## src/rtl/prio_encoder_seq.sv

```systemverilog
// Sequential priority encoder: accepts a WIDTH-bit request mask and emits the
// index of every set bit, one beat per cycle, in MSB-first or LSB-first order.
module prio_encoder_seq #(
  parameter int WIDTH     = 8,
  parameter int OUT_W     = $clog2(WIDTH),
  parameter bit MSB_FIRST = 1'b1
) (
  input  logic             clk,
  input  logic             rst_n,
  input  logic             in_valid,
  output logic             in_ready,
  input  logic [WIDTH-1:0] din,
  output logic             out_valid,
  input  logic             out_ready,
  output logic [OUT_W-1:0] dout,
  output logic             out_last,
  output logic             zero
);

  typedef enum logic [0:0] {
    IDLE = 1'b0,
    EMIT = 1'b1
  } state_t;

  state_t           state_r;
  logic [WIDTH-1:0] pending_r;
  logic [OUT_W-1:0] dout_r;
  logic             out_valid_r;
  logic             out_last_r;
  logic             zero_r;

  logic [WIDTH-1:0] scan_src_s;
  logic [WIDTH-1:0] scan_rem_s;
  logic [OUT_W-1:0] scan_idx_s;
  logic             scan_empty_s;

  // Winning index of a mask; the later match in scan order takes priority.
  // An all-zero mask yields index 0, which is exactly the zero-beat value.
  function automatic logic [OUT_W-1:0] prio_index(input logic [WIDTH-1:0] mask);
    logic [OUT_W-1:0] idx;
    idx = {OUT_W{1'b0}};
    if (MSB_FIRST) begin
      for (int i = 0; i < WIDTH; i++) begin
        idx = mask[i] ? OUT_W'(i) : idx;
      end
    end else begin
      for (int i = WIDTH - 1; i >= 0; i--) begin
        idx = mask[i] ? OUT_W'(i) : idx;
      end
    end
    return idx;
  endfunction

  function automatic logic [WIDTH-1:0] onehot(input logic [OUT_W-1:0] idx);
    logic [WIDTH-1:0] bm;
    bm      = {WIDTH{1'b0}};
    bm[idx] = 1'b1;
    return bm;
  endfunction

  // Scan the incoming mask in IDLE so the first beat is ready one cycle after acceptance
  always_comb begin
    scan_src_s = pending_r;
    if (state_r == IDLE) begin
      scan_src_s = din;
    end else begin
      scan_src_s = pending_r;
    end
    scan_idx_s   = prio_index(scan_src_s);
    scan_rem_s   = scan_src_s & ~onehot(scan_idx_s);
    scan_empty_s = (scan_rem_s == {WIDTH{1'b0}});
  end

  // Handshake FSM with registered beat outputs; a stalled beat holds everything
  always_ff @(posedge clk or negedge rst_n) begin
    if (!rst_n) begin
      state_r     <= IDLE;
      pending_r   <= {WIDTH{1'b0}};
      dout_r      <= {OUT_W{1'b0}};
      out_valid_r <= 1'b0;
      out_last_r  <= 1'b0;
      zero_r      <= 1'b0;
    end else begin
      case (state_r)
        IDLE: begin
          if (in_valid) begin
            pending_r   <= scan_rem_s;
            dout_r      <= scan_idx_s;
            out_valid_r <= 1'b1;
            out_last_r  <= scan_empty_s;
            zero_r      <= (din == {WIDTH{1'b0}});
            state_r     <= EMIT;
          end else begin
            state_r <= IDLE;
          end
        end
        EMIT: begin
          if (out_valid_r && out_ready) begin
            if (out_last_r) begin
              dout_r      <= {OUT_W{1'b0}};
              out_valid_r <= 1'b0;
              out_last_r  <= 1'b0;
              zero_r      <= 1'b0;
              state_r     <= IDLE;
            end else begin
              pending_r  <= scan_rem_s;
              dout_r     <= scan_idx_s;
              out_last_r <= scan_empty_s;
            end
          end else begin
            state_r <= EMIT;
          end
        end
        default: begin
          state_r     <= IDLE;
          pending_r   <= {WIDTH{1'b0}};
          dout_r      <= {OUT_W{1'b0}};
          out_valid_r <= 1'b0;
          out_last_r  <= 1'b0;
          zero_r      <= 1'b0;
        end
      endcase
    end
  end

  assign in_ready  = (state_r == IDLE);
  assign out_valid = out_valid_r;
  assign dout      = dout_r;
  assign out_last  = out_last_r;
  assign zero      = zero_r;

endmodule

```

## config.mk

```make
export PLATFORM = sky130hd
export DESIGN_NAME = prio_encoder_seq
export DESIGN_NICKNAME = d
export VERILOG_FILES = /design/src/rtl/prio_encoder_seq.sv
export SDC_FILE = /design/constraint.sdc
export NUM_CORES = 1
export LEC_CHECK = 0
export CAP_MARGIN = 20
export CORE_MARGIN = 4
export CORE_UTILIZATION = 50
export DETAILED_ROUTE_END_ITERATION = 16
export GPL_TIMING_DRIVEN = 0
export PLACE_DENSITY_LB_ADDON = 0.25
export SKIP_CTS_REPAIR_TIMING = 1
export SYNTH_ARGS = -nofsm -noshare
export SYNTH_HDL_FRONTEND = slang
export SYNTH_SLANG_ARGS = --single-unit
```

## constraint.sdc

```tcl
create_clock -name clk -period 2.4 [get_ports clk]
set_input_delay 0.6 -clock clk [delete_from_list [all_inputs] [get_ports clk]]
set_output_delay 0.6 -clock clk [all_outputs]
set_load 0.02 [all_outputs]
```

Word-level counts from Yosys, hierarchy flattened
Cells that the tools add are included. Widths: inputs -> output; s select.

Bits in registers: 15. Bits of input ports: 12. Output and inout port bits: 7.

Order comparisons: 2. Equal/unequal tests: 4. Muxes and demuxes: 32. Bitwise logic cells: 3. Reductions and logical operators: 7.

Operators with widths (count): $mux 8 (4); $mux 3 (7); $logic_not 8->1 (2); $pmux 8 s2 (1); $mux 1 (12); $and 8x8->8 (1); $not 8->8 (1); $pmux 1 s2 (4); $pmux 3 s2 (1); $reduce_and 3->1 (2); $lt 3x4->1 const B (1); $mux 2 (2); $ne 2x1->1 const B (2); $ne 2x2->1 const B (2); $demux 1 s3 (1); $ge 3x1->1 const B (1); $logic_and 1x1->1 (2); $reduce_and 2->1 (1); $not 1->1 (1).

Logic depth before layout (Yosys ltp)
Gate-level depths: netlist (run 1).

Depth in word-level cells: 18. Depth in mapped cells: 8. Mapped depth without buffers: 5.

Least setup slack after synthesis (run 1)
OpenSTA, ideal clock, no wires.

Path kind: input to register. Start point: input port din[4]. End point: register pending_r[1]. Data arrival time: 1.735 ns. Required time: 2.275 ns. Setup slack: 0.540 ns. Cell stages on the path: 5. Buffers on the path: 0. Path through: or3_1 > a222oi_1 > or3_1 > a21oi_2 > mux2_4.

Word-level cells in the longest chain between the ends: 14. Elaborated cells on any way between the ends: 16.

Ends and longest elaborated chain: start, declared (line 12) `input logic [WIDTH-1:0] din,`; $mux 8 (*) (line 64) `if (state_r == IDLE) begin`; $mux 3 (*) (4 in a row) (line 44) `idx = mask[i] ? OUT_W'(i) : idx;`; $lt 3x4->1 (not written as such) or $ge 3x1->1 (tied branches) (line 57) `bm[idx] = 1'b1;`; $logic_and 1x1->1 (not written as such) (line 57); $mux 1 (not written as such) (line 57); $demux 1 s3 (*) (line 57); $not 8->8 (*) (line 70) `scan_rem_s = scan_src_s & ~onehot(scan_idx_s);`; $and 8x8->8 (*) (line 70); $mux 8 (line 99) `if (out_last_r) begin`; $mux 8 (line 98) `if (out_valid_r && out_ready) begin`; $pmux 8 s2 (*) (line 84) `case (state_r)`; end signal, assigned (line 78) `pending_r <= {WIDTH{1'b0}};`; end signal, assigned (line 87) `pending_r <= scan_rem_s;`; end signal, assigned (line 106) `pending_r <= scan_rem_s;`; end, declared (line 26) `logic [WIDTH-1:0] pending_r;`.

Every way passes the cells marked *; elsewhere a longest branch is shown, timed or not. The select of a mux whose other input is x is not followed. A chain may end at the register's enable or synchronous reset.

Worst setup path after layout (run 1)
Start point: register state_r. End point: output port in_ready.

Word-level cells in the longest chain between the ends: 1.

Ends and longest elaborated chain: start, declared (line 25) `state_t state_r;`; start signal, assigned (line 77) `state_r <= IDLE;`; start signal, assigned (line 92) `state_r <= EMIT;`; start signal, assigned (line 94) `state_r <= IDLE;`; $not 1->1; end, declared (line 11) `output logic in_ready,`.

Every way passes these cells.

==> results of run 1 <==
## layer usage
metal / GRT usage / routed length, µm / vias up
met2: 0.316 / 1160 / 46
li1: - / - / 424
met4: 0.0699 / 37 / 0
met1: 0.249 / 989 / 428
met5: 0 / 0 / -
met3: 0.0716 / 213 / 6
## synthesized netlist by cell type
cell / instances
nor4_1: 2
nor2_4: 1
a21oi_2: 2
a21boi_1: 1
a2bb2o_2: 1
buf_2: 3
o31ai_2: 1
nand4_1: 2
nand2b_1: 3
nor2_1: 8
dfrtp_1: 15
buf_6: 1
mux2_2: 5
o21ai_0: 4
nor2b_1: 2
o21ai_1: 2
a32o_1: 3
inv_1: 4
nand2_1: 9
o32a_1: 1
nor4b_2: 1
mux2i_1: 2
o211ai_1: 2
nand3_1: 2
or3_1: 2
o32ai_1: 1
o311ai_0: 1
a22o_1: 3
nor3_1: 4
mux2_4: 1
or3b_1: 1
o21a_1: 1
a222oi_1: 1
o31ai_1: 1
a22oi_1: 1
a21oi_1: 5
and2_1: 1
## worst max-delay path, stage by stage, from the launching register on
cell and delay, ns:
dfrtp_1 0.38, buf_6 0.13, buf_2 0.18, inv_1 0.13, clkdlybuf4s50_1 0.62
## power groups by stage
stage / combinational (mW) / clock (mW) / sequential, mW
final: 0.526 / 0.146 / 0.393
after detailed placement: 0.516 / 0 / 0.397
after floorplan: 0.325 / 0 / 0.422
after global routing: 0.563 / 0.166 / 0.403
after CTS: 0.520 / 0.151 / 0.392
after global placement: 0.508 / 0 / 0.394
## placed cells by master, fill, tap and decap left out, types with 2 or more instances in the layout
master and instances:
inv_1 4, o211ai_1 2, a21oi_1 5, mux2i_1 2, nand2_1 9, o21ai_0 4, o21ai_1 2, clkdlybuf4s50_1 18
clkbuf_4 3, a22o_1 3, buf_2 3, nand2b_1 3, nor2_1 8, mux2_2 5, nor3_1 4, a32o_1 3
nor4_1 2, or3_1 2, a21oi_2 2, nand4_1 2, dfrtp_1 15, nand3_1 2, nor2b_1 2
## area by class of cell
type / count / area (µm²) / share of cell area
sequential: 15 / 375 / 0.317
multi-input combinational: 77 / 531 / 0.448
tap: 25 / 31.3 / 0.0264
timing repair buffer: 18 / 180 / 0.152
inverter: 4 / 15.0 / 0.0127
clock buffer: 4 / 26.3 / 0.0222
buffer: 4 / 26.3 / 0.0222
## cell families after synthesis
group                  after synthesis
flip-flops                          15
buffers and inverters                8
AO/OA/AOI/OAI                       31
AND/OR/NAND/NOR                     38
multiplexers                         8
## stage by stage
step                 util  setup slack (ns)  area [µm²]  instances
floorplan               -             0.540         947        100
global placement    0.657           -0.0712        1160        143
detailed placement  0.657           -0.0611        1160        143
CTS                 0.672            0.0733        1180        147
global route        0.672            0.0111        1180        147
finish              0.672            0.0704        1180        147
## how the worst max path moves through the flow
stage                           start                        to  slack, ns
floorplan                      din[4]  pending_r[1]$_DFFE_PN0P_       0.54
global placement               din[4]  pending_r[1]$_DFFE_PN0P_      -0.07
detailed placement             din[4]  pending_r[1]$_DFFE_PN0P_      -0.06
CTS                 state_r$_DFF_PN0_                  in_ready       0.07
global route        state_r$_DFF_PN0_                  in_ready       0.01
finish              state_r$_DFF_PN0_                  in_ready       0.07
## registers in the layout, indices dropped and copies added, names as in the netlist
signal,cells
state_r,1
pending_r,8
dout,3
out_last,1
zero,1
out_valid,1
==> summary.md, run 1 <==
| Metric | Value |
|---|---|
| Status | complete, no violations |
| GRT Resource Usage Total | 0.199 |
| Area growth syn-to-layout | 25.1% |
| Cell Int Power | between 0.6 and 0.7 mW |
| Compound-gate portion of the synthesized area | 0.248 |
| Reg clk slew, reported paths | about 0.08 ns |
| Leakage power total | 0.496 nW |
| WL final | 2400 µm |
| Core Area | 1760 µm² |
| Synth area leaders | dfrtp_1 (40%), mux2_2 (5.9%), nand2_1 (3.6%), a32o_1 (3.2%), nor2_1 (3.2%) |
| Setup slack, reg-to-reg | approximately 0.53 ns |
| Global placer's final weighted congestion | 0.923 |
| DP HPWL | 1770 µm |
| Gate Count Post-Synth | 100 |
| Die area | 2650 µm² |
| Final hold viol count | 0 |
| Mapped Nets | 112 |
| DRC errors left | 0 |
| H-tree Lvls | 1 |
| Number of global-route vias before repair | 843 |
| Clock period minus worst slack | 2.33 ns |
| Worst hold slack | 0.511 ns |
| CTS max path bufs | 2 |
| Iter 0 DRT Violations | 66 |
| Initial core utilization | 0.537 |
| Worst r2r dst | pending_r[4]$_DFFE_PN0P_ |
| Largest family of logic cells by synthesized area | compound AO/OA/AOI/OAI gates |
| Later-pin clock latency in the skew report | 0.29 ns |
| Die height | 51.5 µm |
| Inserted Clock Buffers | 3 |
| Peak supply drop | 0.556 mV |
| Adder-Cell Fraction of Synth Area | 0 |
| Post-synthesis cell type count | 37 |
| DIE WIDTH | 51.5 µm |
| Area leader, netlist | dfrtp_1 |
| Post-Synthesis Cell Area | 947 µm² |
| Worst slew margin | 0.518 |
| WP data required | between 1.5 and 2 ns |
| R2r startpoint | state_r$_DFF_PN0_ |
| Yosys warns | 0 |
| Fmax | 429 MHz |
| Vias per inst | 6.15 |
| Critical path type | reg -> out |
| Flops & latches, synth | 15 |
| Post-layout power | 1.06 mW |
| Net Switching | 0.420 mW |
| Post-synth top area share | 0.396 |
| XOR/XNOR Fraction of Synth Area | 0 |
| Worst Skew | 0.00727 ns |
| Post-synthesis simple-gate area fraction | 0.215 |
| Nets | about 140 |
| Grt total ovfl | 0 |
| # diodes | 0 |
| Final Setup Violations | 0 |
| Worst-path maximum fanout | 10 |
| Worst slew pin tran | 0.720 ns |
| Critical Path Sink Type | primary output |
| Vias | 904 |
| RSZ-0062 raised after global routing | false |
| Slew Limit Fails | 0 |
| Share of layout cells above drive strength 1 | 0.156 |
| First-pass GRT wire length | 3840 µm |
| Worst Hold Class | reg -> reg |
| Sw Ratio | 0.395 |
| Tcrit/Tclk final | 0.971 |
| CTS tree | done |
| Initial DRT Pass Iterations | 4 |
| IO Count | 19 |
| Hold Startpoint | dout[1]$_DFFE_PN0P_ |
| Syn_area_per_cell | 9.47 µm² |
| Hold EP | dout[1]$_DFFE_PN0P_ |
| Cell Pwr Density | around 900 nW/µm² |
| Antenna violations before repair | 0 |
| Fill cells | 153 |
| Comb power frac | 0.494 |
| Kind of start point of the critical path | flip-flop |
| Max-cap violations | 0 |
| Sequential area share after synthesis | 0.396 |
| Clock share of power | 0.137 |
| Sink Count | 15 |
| Largest net degree at the start of global routing | 16 |
| FF-to-FF path depth | 7 |
| Row count | 15 |
| Arr. time, crit path | 1.73 ns |
| Mux contribution to synthesized area | 0.0964 |
| Port bufs | 18 |
| Root buffer cell | clkbuf_4 |
| Wirelength per Cell | 16.3 µm |
| Final ANT Viol Nets | 0 |
| Setup TNS | 0 ns |
| Hold path depth | 1 |
| Sequential Power Share | 0.369 |
(Power assumes the default switching activity.)
==> run 2: changes to the inputs <==
Settings changed: CAP_MARGIN 20 to unset, RECOVER_POWER set to 50.
==> run 2 against run 1 <==
Net effect:
- hold slack lost 0.00077 ns
- sequential cell count did not move
- die area unchanged
- utilization fell by 0.071 points
- register-to-register slack lost 0.04 ns
- global-route usage did not move
- total power barely moved
- cell count stayed put
- sequential share of layout area about the same
- fmax is 0.33% higher
- clock skew hardly changed
- clock-buffer cell count is the same
- critical path type unchanged
- largest cell class unchanged
==> summary.md, run 2 (synthesis gave the netlist of run 1 again) <==
| Metric | Value |
|---|---|
| Fmax | 431 MHz |
| Global placer's final weighted congestion | ~0.9 |
| Layout Utilization | 0.671 |
| Worst Skew | approximately 0.0075 ns |
| Row count | 15 |
| Sink Count | 15 |
| Cells along the critical path | buf_6 > buf_2 > inv_1 > clkdlybuf4s50_1 |
| Critical path's top delay family | buffers and inverters |
| Fill cells | approximately 150 |
| Iter 0 DRT Violations | 67 |
| DP HPWL | ~1800 µm |
| Hold Startpoint | dout[1]$_DFFE_PN0P_ |
| Post-layout power | 1.06 mW |
| Worst slew margin | 0.541 |
| CTS max path bufs | 2 |
| Worst r2r dst | dout[1]$_DFFE_PN0P_ |
| RSZ-0062 raised after global routing | false |
| Setup TNS | 0 ns |
| Critical Path Sink Type | primary output |
| Non-filler cells, final | ~150 |
| Worst Hold Class | reg -> reg |
| Reg clk slew, reported paths | ~0.080 ns |
| Flip-flop and latch area | ~380 µm² |
| R2r startpoint | state_r$_DFF_PN0_ |
| Leakage power total | between 0.4 and 0.5 nW |
| # diodes | 0 |
| Slowest cell delay on critical path | 0.61 ns |
| Core Area | 1760 µm² |
| Final ANT Viol Nets | 0 |
| Slew Limit Fails | 0 |
| Peak supply drop | 0.555 mV |
| Critical path type | reg -> out |
| Status | complete, no violations |
| Slowest cell on the critical path | clkdlybuf4s50_1 |
| Arr. time, crit path | approximately 1.7 ns |
| IO Count | 19 |
| DP Cell Count | around 140 |
| Post-route cell area | 1180 µm² |
| Final Setup Violations | 0 |
| Number of global-route vias before repair | 843 |
| Die height | between 50 and 60 µm |
| Setup slack, reg-to-reg | slightly below 0.5 ns |
| GRT Resource Usage Total | 0.199 |
| CTS tree | done |
| WP data required | 1.80 ns |
| WL final | 2410 µm |
| Max-cap violations | 0 |
| Nets | 135 |
| DRC errors left | 0 |
| Initial core utilization | 0.537 |
| Later-pin clock latency in the skew report | 0.29 ns |
| Worst-path maximum fanout | 10 |
| Final hold viol count | 0 |
| Port bufs | 18 |
| Largest net degree at the start of global routing | 16 |
| Reg with most FFs | pending_r |
| Kind of start point of the critical path | flip-flop |
| Share of layout cells above drive strength 1 | 0.148 |
| Vias per inst | 6.20 |
| Place WS | -0.0611 ns |
| Final WS setup | between 0.07 and 0.08 ns |
| Area growth syn-to-layout | 25.0% |
| Die area | 2650 µm² |
| Hold path depth | 1 |
| FF-to-FF path depth | 7 |
| Cell Pwr Density | 899 nW/µm² |
| Tcrit/Tclk final | 0.967 |
| Most frequent cells in the layout | clkdlybuf4s50_1 (17), dfrtp_1 (15), nand2_1 (9) |
| Root buffer cell | clkbuf_4 |
| Antenna violations before repair | 0 |
| Max reg flops | 8 |
| Buffers & Inverters on Critical Path | 4 |
| Vias | 911 |
| First-pass GRT wire length | 3840 µm |
| Wirelength per Cell | 16.4 µm |
| Placed instance area | ~1200 µm² |
| Commonest non-fill, non-tap cell in the layout | clkdlybuf4s50_1 |
| Grt total ovfl | 0 |
| Initial DRT Pass Iterations | 4 |
| Worst hold slack | roughly 0.5 ns |
| DIE WIDTH | 51.5 µm |
| Clock period minus worst slack | 2.32 ns |
| Multi-input logic area | 531 µm² |
| Inserted Clock Buffers | 3 |
| H-tree Lvls | 1 |
| Worst slew pin tran | 0.687 ns |
| Hold EP | dout[1]$_DFFE_PN0P_ |
==> run 2: cell count changes in the layout (fill, tap and decap cells not counted) <==
cell             change
clkbuf_1             +1
buf_2                -1
dlygate4sd3_1        +1
clkdlybuf4s50_1      -1
==> run 2: area by class of cell <==
| type | instances | area share |
|---|---|---|
| Multi-Input combinational cell | 77 | 0.448 |
| Clock buffer | 4 | 0.0222 |
| Timing Repair Buffer | 18 | 0.152 |
| Sequential cell | 15 | 0.317 |
| Tap cell | 25 | 0.0264 |
| Buffer | 4 | 0.0211 |
| Inverter | 4 | 0.0127 |
==> run 2: worst max-delay path by stage <==
stage	from	to	slack [ns]	cells past startpoint
floorplan	din[4]	pending_r[1]$_DFFE_PN0P_	0.54	5
global placement	din[4]	pending_r[1]$_DFFE_PN0P_	-0.07	6
detailed placement	din[4]	pending_r[1]$_DFFE_PN0P_	-0.06	6
CTS	state_r$_DFF_PN0_	in_ready	0.07	4
global route	state_r$_DFF_PN0_	in_ready	0.01	4
finish	state_r$_DFF_PN0_	in_ready	0.08	4
==> run 2: metal layers <==
metal  routed length (µm)  part of all wire  GRT usage
met1                  978              0.41      0.249
met4                   39             0.016     0.0699
met5                    0                 0          0
met3                  200             0.083     0.0716
met2                 1190              0.49      0.316
==> run 2: power breakdown <==
group | internal [mW] | switching [mW]
logic | 0.251 | 0.274
clock network | 0.0648 | 0.0805
registers | 0.329 | 0.0651
total | 0.644 | 0.420
==> run 3: changes to the inputs <==
Settings changed: RECOVER_POWER 50 to 100.
==> run 3 against run 2 <==
Net effect:
- fmax is 0.10% lower
- final area down 0.11%
- die area did not move
- clock power is essentially flat
- total power fell by 1.5%
- sequential cell count stayed put
- combinational power down 3%
- highest routed layer unchanged
==> summary.md, run 3 (synthesis gave the netlist of run 1 again) <==
| Metric | Value |
|---|---|
| Slowest cell on the critical path | clkdlybuf4s50_1 |
| Max-cap violations | 0 |
| WL final | 2410 µm |
| First-pass GRT wire length | 3840 µm |
| Area growth syn-to-layout | 24.8% |
| Hold path depth | 1 |
| Most frequent cells in the layout | dfrtp_1 (15), nand2_1 (9), clkdlybuf4s50_1 (9), dlygate4sd3_1 (9), nor2_1 (8) |
| CTS max path bufs | 2 |
| H-tree Lvls | 1 |
| Die area | 2650 µm² |
| Die height | around 52 µm |
| Core Area | roughly 1800 µm² |
| RSZ-0062 raised after global routing | false |
| Grt total ovfl | 0 |
| R2r startpoint | state_r$_DFF_PN0_ |
| Placed instance area | 1160 µm² |
| Worst-path maximum fanout | 10 |
| Final ANT Viol Nets | 0 |
| Cells along the critical path | buf_6 > buf_2 > inv_1 > clkdlybuf4s50_1 |
| Fmax | 430 MHz |
| Setup slack, reg-to-reg | around 0.35 ns |
| Non-filler cells, final | between 100 and 150 |
| Largest net degree at the start of global routing | 16 |
| Reg with most FFs | pending_r |
| Worst slew pin tran | a little over 0.7 ns |
| Fill cells | 155 |
| Global placer's final weighted congestion | 0.923 |
| Nets | between 100 and 150 |
| Inserted Clock Buffers | 3 |
| CTS tree | done |
| Antenna violations before repair | 0 |
| Status | complete, no violations |
| Max reg flops | 8 |
| Crit path from | state_r$_DFF_PN0_ |
| GRT Resource Usage Total | 0.199 |
| Commonest non-fill, non-tap cell in the layout | dfrtp_1 |
| DIE WIDTH | about 52 µm |
| Iter 0 DRT Violations | 59 |
| Leakage power total | 0.508 nW |
| Share of layout cells above drive strength 1 | 0.139 |
| Critical path type | reg -> out |
| Slew Limit Fails | 0 |
| Kind of start point of the critical path | flip-flop |
| Arr. time, crit path | 1.72 ns |
| # diodes | 0 |
| Slowest cell delay on critical path | between 0.6 and 0.7 ns |
| DP HPWL | about 1800 µm |
| Final hold viol count | 0 |
| Port bufs | 18 |
| Later-pin clock latency in the skew report | ~0.29 ns |
| Worst Skew | 0.00593 ns |
| Worst setup path end | in_ready |
| Initial DRT Pass Iterations | 4 |
| Number of global-route vias before repair | between 800 and 900 |
| Post-route cell area | 1180 µm² |
| Reg clk slew, reported paths | approximately 0.080 ns |
| Wirelength per Cell | 16.4 µm |
| Worst slew margin | 0.524 |
| DRC errors left | 0 |
| Final Setup Violations | 0 |
| Row count | 15 |
| Critical Path Sink Type | primary output |
| IO Count | 19 |
| Initial core utilization | 0.537 |
| Clock period minus worst slack | around 2.3 ns |
| Tcrit/Tclk final | 0.968 |
| Cell Pwr Density | 887 nW/µm² |
| Worst r2r dst | pending_r[4]$_DFFE_PN0P_ |
| Setup TNS | 0 ns |
| Vias | 886 |
| Vias per inst | about 6.0 |
| Sink Count | 15 |
| WP data required | 1.80 ns |
| DP Cell Count | 143 |
| Layout Utilization | 0.670 |
| Worst Hold Class | reg -> reg |
| Root buffer cell | clkbuf_4 |
| Peak supply drop | ~0.55 mV |
| FF-to-FF path depth | 7 |
run 3: changes by cell type in the layout (fill, tap and decap cells not counted):
cell	change
a2bb2o_1	+1
a2bb2o_2	-1
o21ai_1	-2
o21ai_0	+2
clkdlybuf4s50_1	-8
dlygate4sd3_1	+8
run 3: worst min-delay path by stage:
stage | start | to | slack, ns
3_5_place_dp | dout[2]$_DFFE_PN0P_ | dout[2]$_DFFE_PN0P_ | 0.49
6_report | dout[1]$_DFFE_PN0P_ | dout[1]$_DFFE_PN0P_ | 0.51
3_3_place_gp | dout[1]$_DFFE_PN0P_ | dout[1]$_DFFE_PN0P_ | 0.49
4_1_cts | dout[1]$_DFFE_PN0P_ | dout[1]$_DFFE_PN0P_ | 0.52
2_1_floorplan | rst_n | dout[0]$_DFFE_PN0P_ | 0.30
5_1_grt | dout[1]$_DFFE_PN0P_ | dout[1]$_DFFE_PN0P_ | 0.53
run 3: power by group:
group | switching [mW] | leakage, nW | internal, mW
registers | 0.0628 | 0.192 | 0.329
clock network | 0.0818 | 0.0150 | 0.0648
logic | 0.275 | 0.301 | 0.235
total | 0.420 | 0.508 | 0.629
run 3: critical path, delay by kind of cell (launching register included):
family | cells | cell delay [ns]
buffers and inverters | 4 | 1.05
DFF | 1 | 0.38
run 3: routing by layer:
layer  wire (µm)  track usage
met1         967        0.249
met4          43       0.0699
met5           0            0
met3         208       0.0716
met2        1190        0.316
run 3: layout make-up:
class | count | area (µm²) | share of cell area
Buffer | 4 | 25.0 | 0.0212
Tap cell | 25 | 31.3 | 0.0265
Sequential cell | 15 | 375 | 0.317
Inverter | 4 | 15.0 | 0.0127
Multi-Input combinational cell | 77 | 529 | 0.448
Clock buffer | 4 | 26.3 | 0.0222
Timing Repair Buffer | 18 | 180 | 0.152
run 3: per-stage QoR:
| stage | total power [mW] | hold WS (ns) | setup slack, ns |
|---|---|---|---|
| after floorplan | 0.747 | 0.304 | 0.540 |
| after global placement | 0.902 | 0.486 | -0.0712 |
| after detailed placement | 0.913 | 0.495 | -0.0611 |
| after CTS | 1.06 | 0.518 | 0.0733 |
| after global routing | 1.11 | 0.528 | 0.0157 |
| final | 1.05 | 0.505 | 0.0758 |
